`config.mk`:
```
export PLATFORM = sky130hd
export DESIGN_NAME = hazard_scoreboard_flat
export DESIGN_NICKNAME = d
export VERILOG_FILES = /design/src/rtl/hazard_scoreboard_pkg.sv /design/src/rtl/hazard_scoreboard_if.sv /design/src/rtl/hazard_scoreboard_sb_entry.sv /design/src/rtl/hazard_scoreboard.sv /design/src/flat_wrapper.sv
export SDC_FILE = /design/constraint.sdc
export NUM_CORES = 1
export LEC_CHECK = 0
export CAP_MARGIN = 10
export CORE_MARGIN = 8
export CORE_UTILIZATION = 30
export CTS_CLUSTER_DIAMETER = 50
export DETAILED_ROUTE_END_ITERATION = 6
export GPL_TIMING_DRIVEN = 0
export RECOVER_POWER = 25
export REMOVE_ABC_BUFFERS = 1
export SLEW_MARGIN = 20
export SYNTH_ARGS = -nofsm -noshare
export SYNTH_HDL_FRONTEND = slang
export SYNTH_SLANG_ARGS = --single-unit
```
`constraint.sdc`:
```
create_clock -name clk -period 6.75 [get_ports clk]
set_input_delay 1.35 -clock clk [delete_from_list [all_inputs] [get_ports clk]]
set_output_delay 1.35 -clock clk [all_outputs]
set_load 0.01 [all_outputs]
```
`src/rtl/hazard_scoreboard_pkg.sv`:
```
// Shared constants and types for the hazard scoreboard and the decoder that feeds it.
// LAT_LOAD is the latency the decoder drives on id_lat for loads.
package hazard_scoreboard_pkg;

   localparam int REG_ADDR_W = 5;
   localparam int LAT_LOAD   = 1;

   typedef logic [REG_ADDR_W-1:0] reg_addr_t;

   // Per-entry update selected each cycle; flush outranks load outranks decrement.
   typedef enum logic [1:0] {
      SB_DECR  = 2'd0,
      SB_LOAD  = 2'd1,
      SB_FLUSH = 2'd2
   } sb_op_e;

endpackage

```
`src/rtl/hazard_scoreboard_if.sv`:
```
// Decode-side bundle between the ID stage and the hazard scoreboard.
// The master modport is the decoder; the slave modport is the scoreboard.
interface hazard_scoreboard_if
   import hazard_scoreboard_pkg::*;
#(
   parameter int NUM_REGS = 32,
   parameter int LAT_W    = 3
) ();

   logic                id_valid;
   reg_addr_t           id_rs1;
   reg_addr_t           id_rs2;
   logic                id_use_rs1;
   logic                id_use_rs2;
   reg_addr_t           id_rd;
   logic                id_reg_write;
   logic [LAT_W-1:0]    id_lat;
   logic                ex_flush;
   logic                stall;
   logic [NUM_REGS-1:0] busy_vec;

   modport master (
      output id_valid, id_rs1, id_rs2, id_use_rs1, id_use_rs2,
             id_rd, id_reg_write, id_lat, ex_flush,
      input  stall, busy_vec
   );

   modport slave (
      input  id_valid, id_rs1, id_rs2, id_use_rs1, id_use_rs2,
             id_rd, id_reg_write, id_lat, ex_flush,
      output stall, busy_vec
   );

endinterface

```
`src/rtl/hazard_scoreboard_sb_entry.sv`:
```
// One register's countdown of cycles until its pending result becomes forwardable.
module sb_entry
   import hazard_scoreboard_pkg::*;
#(
   parameter int LAT_W = 3
) (
   input  logic             clk,
   input  logic             rst,
   input  sb_op_e           op,
   input  logic [LAT_W-1:0] lat,
   output logic [LAT_W-1:0] count
);

   logic [LAT_W-1:0] dec;

   assign dec = (count == '0) ? '0 : count - LAT_W'(1);

   // A reload keeps whichever completion is later so WAW never shortens a wait.
   always_ff @(posedge clk) begin
      if (rst) begin
         count <= '0;
      end else begin
         case (op)
            SB_FLUSH: count <= '0;
            SB_LOAD:  count <= (lat > dec) ? lat : dec;
            default:  count <= dec;
         endcase
      end
   end

endmodule

```
`src/rtl/hazard_scoreboard.sv`:
```
// ID-stage hazard scoreboard: tracks in-flight writes and stalls dependent instructions.
// Optional macro HAZARD_STALL_STATS_EN adds a saturating stall_cycles counter output.
module hazard_scoreboard
   import hazard_scoreboard_pkg::*;
#(
   parameter int NUM_REGS = 32,
   parameter int LAT_W    = 3
) (
   input  logic                 clk,
   input  logic                 rst,
   hazard_scoreboard_if.slave   sb
`ifdef HAZARD_STALL_STATS_EN
   ,
   output logic [31:0]          stall_cycles
`endif
);

   logic [LAT_W-1:0] counter [NUM_REGS];
   sb_op_e           op [1:NUM_REGS-1];
   reg_addr_t        last_rd;
   logic             last_vld;
   logic             haz1;
   logic             haz2;
   logic             stall_int;
   logic             issue;
   logic             wr_en;

   assign counter[0] = '0;

   // Hazards read the counters before this cycle's update, so rd==rs sees the old value.
   always_comb begin
      haz1      = sb.id_use_rs1 && (sb.id_rs1 != '0) && (counter[sb.id_rs1] != '0);
      haz2      = sb.id_use_rs2 && (sb.id_rs2 != '0) && (counter[sb.id_rs2] != '0);
      stall_int = sb.id_valid && (haz1 || haz2) && !sb.ex_flush;
      issue     = sb.id_valid && !stall_int && !sb.ex_flush;
      wr_en     = issue && sb.id_reg_write && (sb.id_rd != '0);
   end

   always_comb begin
      for (int i = 1; i < NUM_REGS; i++) begin
         op[i] = SB_DECR;
         if (wr_en && (sb.id_rd == REG_ADDR_W'(i))) begin
            op[i] = SB_LOAD;
         end
         if (sb.ex_flush && last_vld && (last_rd == REG_ADDR_W'(i))) begin
            op[i] = SB_FLUSH;
         end
      end
   end

   for (genvar g = 1; g < NUM_REGS; g++) begin : g_entry
      sb_entry #(.LAT_W(LAT_W)) u_entry (
         .clk   (clk),
         .rst   (rst),
         .op    (op[g]),
         .lat   (sb.id_lat),
         .count (counter[g])
      );
   end

   // Remember what issued last cycle so a flush from EX can cancel its write.
   always_ff @(posedge clk) begin
      if (rst) begin
         last_rd  <= '0;
         last_vld <= 1'b0;
      end else begin
         last_rd  <= sb.id_rd;
         last_vld <= wr_en;
      end
   end

   always_comb begin
      for (int i = 0; i < NUM_REGS; i++) begin
         sb.busy_vec[i] = (counter[i] != '0);
      end
   end

   assign sb.stall = stall_int;

`ifdef HAZARD_STALL_STATS_EN
   always_ff @(posedge clk) begin
      if (rst) begin
         stall_cycles <= '0;
      end else if (stall_int && (stall_cycles != '1)) begin
         stall_cycles <= stall_cycles + 32'd1;
      end
   end
`endif

endmodule

```
`src/flat_wrapper.sv`:
```
// flat-port wrapper written by rule: the top's interface ports become plain ports
module hazard_scoreboard_flat import hazard_scoreboard_pkg::*;
#(
   parameter int NUM_REGS = 32,
   parameter int LAT_W    = 3
)
  (clk, rst, sb_id_valid, sb_id_rs1, sb_id_rs2, sb_id_use_rs1, sb_id_use_rs2, sb_id_rd, sb_id_reg_write, sb_id_lat, sb_ex_flush, sb_stall, sb_busy_vec);
  hazard_scoreboard_if #(.NUM_REGS(NUM_REGS), .LAT_W(LAT_W)) sb_i ();
  input  logic clk;
  input  logic rst;
  input wire logic [$bits(sb_i.id_valid)-1:0] sb_id_valid;
  input wire logic [$bits(sb_i.id_rs1)-1:0] sb_id_rs1;
  input wire logic [$bits(sb_i.id_rs2)-1:0] sb_id_rs2;
  input wire logic [$bits(sb_i.id_use_rs1)-1:0] sb_id_use_rs1;
  input wire logic [$bits(sb_i.id_use_rs2)-1:0] sb_id_use_rs2;
  input wire logic [$bits(sb_i.id_rd)-1:0] sb_id_rd;
  input wire logic [$bits(sb_i.id_reg_write)-1:0] sb_id_reg_write;
  input wire logic [$bits(sb_i.id_lat)-1:0] sb_id_lat;
  input wire logic [$bits(sb_i.ex_flush)-1:0] sb_ex_flush;
  output wire logic [$bits(sb_i.stall)-1:0] sb_stall;
  output wire logic [$bits(sb_i.busy_vec)-1:0] sb_busy_vec;
  assign sb_i.id_valid = sb_id_valid;
  assign sb_i.id_rs1 = sb_id_rs1;
  assign sb_i.id_rs2 = sb_id_rs2;
  assign sb_i.id_use_rs1 = sb_id_use_rs1;
  assign sb_i.id_use_rs2 = sb_id_use_rs2;
  assign sb_i.id_rd = sb_id_rd;
  assign sb_i.id_reg_write = sb_id_reg_write;
  assign sb_i.id_lat = sb_id_lat;
  assign sb_i.ex_flush = sb_ex_flush;
  assign sb_stall = sb_i.stall;
  assign sb_busy_vec = sb_i.busy_vec;
  hazard_scoreboard #(.NUM_REGS(NUM_REGS), .LAT_W(LAT_W)) u_core (.clk(clk), .rst(rst), .sb(sb_i));
endmodule
```
==> flow_summary_export.csv <==
group,metric,value,unit
worst_setup_path,critPathMaxFanout,26,
global_route,grt_use_total,0.169,
global_route,antenna_found_initial,0,
timing,slew_headroom,0.294,
timing,setup_viol,0,
clock_network,cts_htree_levels,3,
global_route,grt_overflow_total,0,
worst_setup_path,crit_required,5.40,ns
global_route,grt_first_pass_wirelength,44.1,mm
die,initial_core_util,0.303,
placement,dpl_cell_area,9000,µm²
clock_network,clk_pin_slew,0.07,ns
clock_network,post_cts_buffers,0,
clock_network,cts_sinks,99,
pwr,ir_drop,0.000125,V
global_route,grt_max_degree,48,
detailed_routing,drc,0,
placement,gp_congestion,0.896,
die,io_pins,58,
timing,max_freq,150,MHz
clock_network,clk_path_buf_depth,2,
worst_setup_path,crit_type,"in2out",
timing,tightest_slew,1.03,ns
yosys,ys.flop_type,"dfxtp_1",
yosys,yosys.cell_types.count,64,
worst_setup_path,cp-start-kind,"input port",
worst_setup_path,critPathCaptureType,"output pin",
clock_network,cts_buffers,9,
outcome,status,"completed",
worst_setup_path,startpoint,"sb_id_rs1[1]",
clock_network,clk_latency,0.36,ns
hold_path,min_from,"u_core.g_entry[2].u_entry.count[0]",
cells_and_area,multiInputGateArea,5680,µm²
cells_and_area,drive_gt1_frac,0.0502,
global_route,grt_pass1_vias,7854,
clock_network,cts_tree,"done",
cells_and_area,seq_area,1980,µm²
die,fp.dieArea,32600,µm²
timing,slew_viol_final,0,
worst_setup_path,critPathArrivalTime,5.32,ns
detailed_routing,drt_wl_total,28.3,mm
pwr,power.leakage,3.68,nW
detailed_routing,wl_per_cell,20.0,µm
yosys,syn_inst,1042,
detailed_routing,dr_total_vias,8288,
yosys,syn-cell-area,8130,µm²
die,core.rowCount,60,
die,design.core.area,26800,µm²
yosys,async_flop_share,0,
yosys,synth_edf_count,0,
die,fp.dieW,181,µm
timing,timing.final.crit_period,6.67,ns
clock_network,ctsRootBufferMaster,"clkbuf_16",
yosys,ys_ff_latch,99,
cells_and_area,nFillCells,2804,
cells_and_area,syn_to_final_growth,14.0,%
yosys,syn_avg_cell_area,7.80,µm²
pwr,powerDensity,150,nW/µm²
yosys,seq_area_frac_synth,0.244,
detailed_routing,first_iter_violations,726,
flow_run,cap_violations,0,
pwr,finalPower,1.39,mW
detailed_routing,drtAntennaViolNets,0,
hold_path,hold_path_class,"reg2reg",
cells_and_area,final_cell_area,9270,µm²
timing,fin_skew,0.00618,ns
worst_setup_path,rr_startpoint,"u_core.g_entry[15].u_entry.count[1]",
timing,min_period_over_period,0.988,
detailed_routing,viasPerCell,5.85,
detailed_routing,drt_pass1_iterations,5,
placement,io_buffers,56,
timing,holdWs,0.551,ns
timing,rsz0062_at_grt,"no",
cells_and_area,antenna_cells,0,
die,die_height,181,µm
yosys,synth_warnings,0,
timing,finalHoldViolations,0,
placement,dp_hpwl,21.3,mm
cells_and_area,layout.nets,1191,
cells by family after synthesis:
group | synth area share
simple gates | 0.251
other cells | 0.000461
buf+inv | 0.0545
compound gates | 0.277
mux | 0.0295
flops | 0.244
fa+ha+maj | 0.143
final timing paths:
kind                                   endpoint  slack (ns)  cells after the start
max                                    sb_stall        0.08                      9
max reg2reg  u_core.g_entry[1].u_entry.count[1]        2.30                      8
min          u_core.g_entry[2].u_entry.count[0]        0.55                      1
min reg2reg  u_core.g_entry[2].u_entry.count[0]        0.55                      1
layer usage:
metal,track usage,part of all wire
met5,0,0
met2,0.277,0.47
met4,0.0704,0.027
met1,0.215,0.45
met3,0.0278,0.060
cell usage in the layout (no fill, tap or decap), drive strengths merged, types with 4 or more instances in the layout:
cell,n
dfxtp,99
ha,93
a21oi,73
inv,72
o21ai,71
o22ai,65
nor2,64
nand2,47
nor3,44
a31oi,36
nor3b,33
nor2b,33
or3,33
nand3,30
o31ai,28
dlygate4sd3,26
a21o,24
clkdlybuf4s50,23
nand2b,22
nand4,17
or2,16
o211ai,11
clkbuf,11
and2,9
mux4,8
nor4,6
mux2i,6
a22oi,6
buf,6
a211oi,4
and3,4
o21bai,4
a31o,4
o32ai,4
worst max-delay path, stage by stage:
cell             delay (ns)
clkdlybuf4s15_2        0.49
clkinv_1               0.41
mux2i_1                0.21
mux4_2                 0.51
a2111o_1               0.47
a32oi_4                0.78
and2_4                 0.50
nor3b_1                0.10
clkdlybuf4s50_1        0.49
synth_stat cells, types with 4 or more instances:
cell / count / area [µm²]
o32ai_1: 4 / 35.0
clkbuf_1: 26 / 97.6
nor3b_1: 33 / 248
nor2b_1: 33 / 206
mux2i_1: 6 / 60.1
nor3_2: 5 / 50.1
nor3_1: 38 / 190
o21bai_1: 4 / 30.0
nand3_1: 27 / 135
nand4_1: 17 / 106
a21oi_1: 73 / 365
a211oi_1: 4 / 30.0
o22ai_1: 65 / 407
and2_1: 9 / 56.3
nor2_1: 64 / 240
nand2b_1: 22 / 138
inv_1: 71 / 267
or3_1: 33 / 206
o31ai_1: 27 / 203
o211ai_1: 11 / 82.6
a22oi_1: 6 / 45.0
buf_4: 4 / 30.0
a31oi_1: 36 / 225
o21ai_0: 71 / 355
or2_2: 10 / 62.6
a21o_1: 24 / 180
mux4_2: 8 / 180
ha_1: 93 / 1160
or2_1: 6 / 37.5
dfxtp_1: 99 / 1980
a31o_2: 4 / 35.0
buf_2: 6 / 30.0
nand2_1: 47 / 176
nor4_1: 6 / 37.5
and3_1: 4 / 25.0
what timing repair did:
item	4_1_cts	5_1_grt
endpoints found under the setup margin	1	1
gates resized for setup	8	2
hold endpoints to repair	0	0
hold buffers	0	0
through the flow:
| step | TNS [ns] | utilization | setup WS, ns | instances |
|---|---|---|---|---|
| after floorplan | 0 | - | 1.58 | 1003 |
| after global placement | -0.862 | 0.334 | -0.862 | 1400 |
| after detailed placement | -0.947 | 0.336 | -0.947 | 1403 |
| after CTS | 0 | 0.347 | 0.0215 | 1416 |
| after global routing | 0 | 0.346 | 0.0553 | 1416 |
| final | 0 | 0.346 | 0.0779 | 1416 |
final cells by class:
| cell class | count | share of cell area |
|---|---|---|
| Clock buffer | 10 | 0.0258 |
| Clock inverter | 3 | 0.00702 |
| Inverter | 73 | 0.0296 |
| Multi-Input combinational cell | 831 | 0.613 |
| Sequential cell | 99 | 0.214 |
| Tap cell | 341 | 0.0460 |
| Timing Repair Buffer | 59 | 0.0651 |
power breakdown:
group | internal, mW | leakage (nW) | switching [mW] | total, mW
logic | 0.0823 | 2.73 | 0.162 | 0.244
registers | 0.586 | 0.798 | 0.00401 | 0.590
clock network | 0.328 | 0.150 | 0.232 | 0.560
flip-flops by register name, indices dropped and copies added, names as in the netlist:
signal,flops
u_core.last_vld,1
u_core.g_entry.u_entry.count,93
u_core.last_rd,5
(Power assumes the default switching activity.)
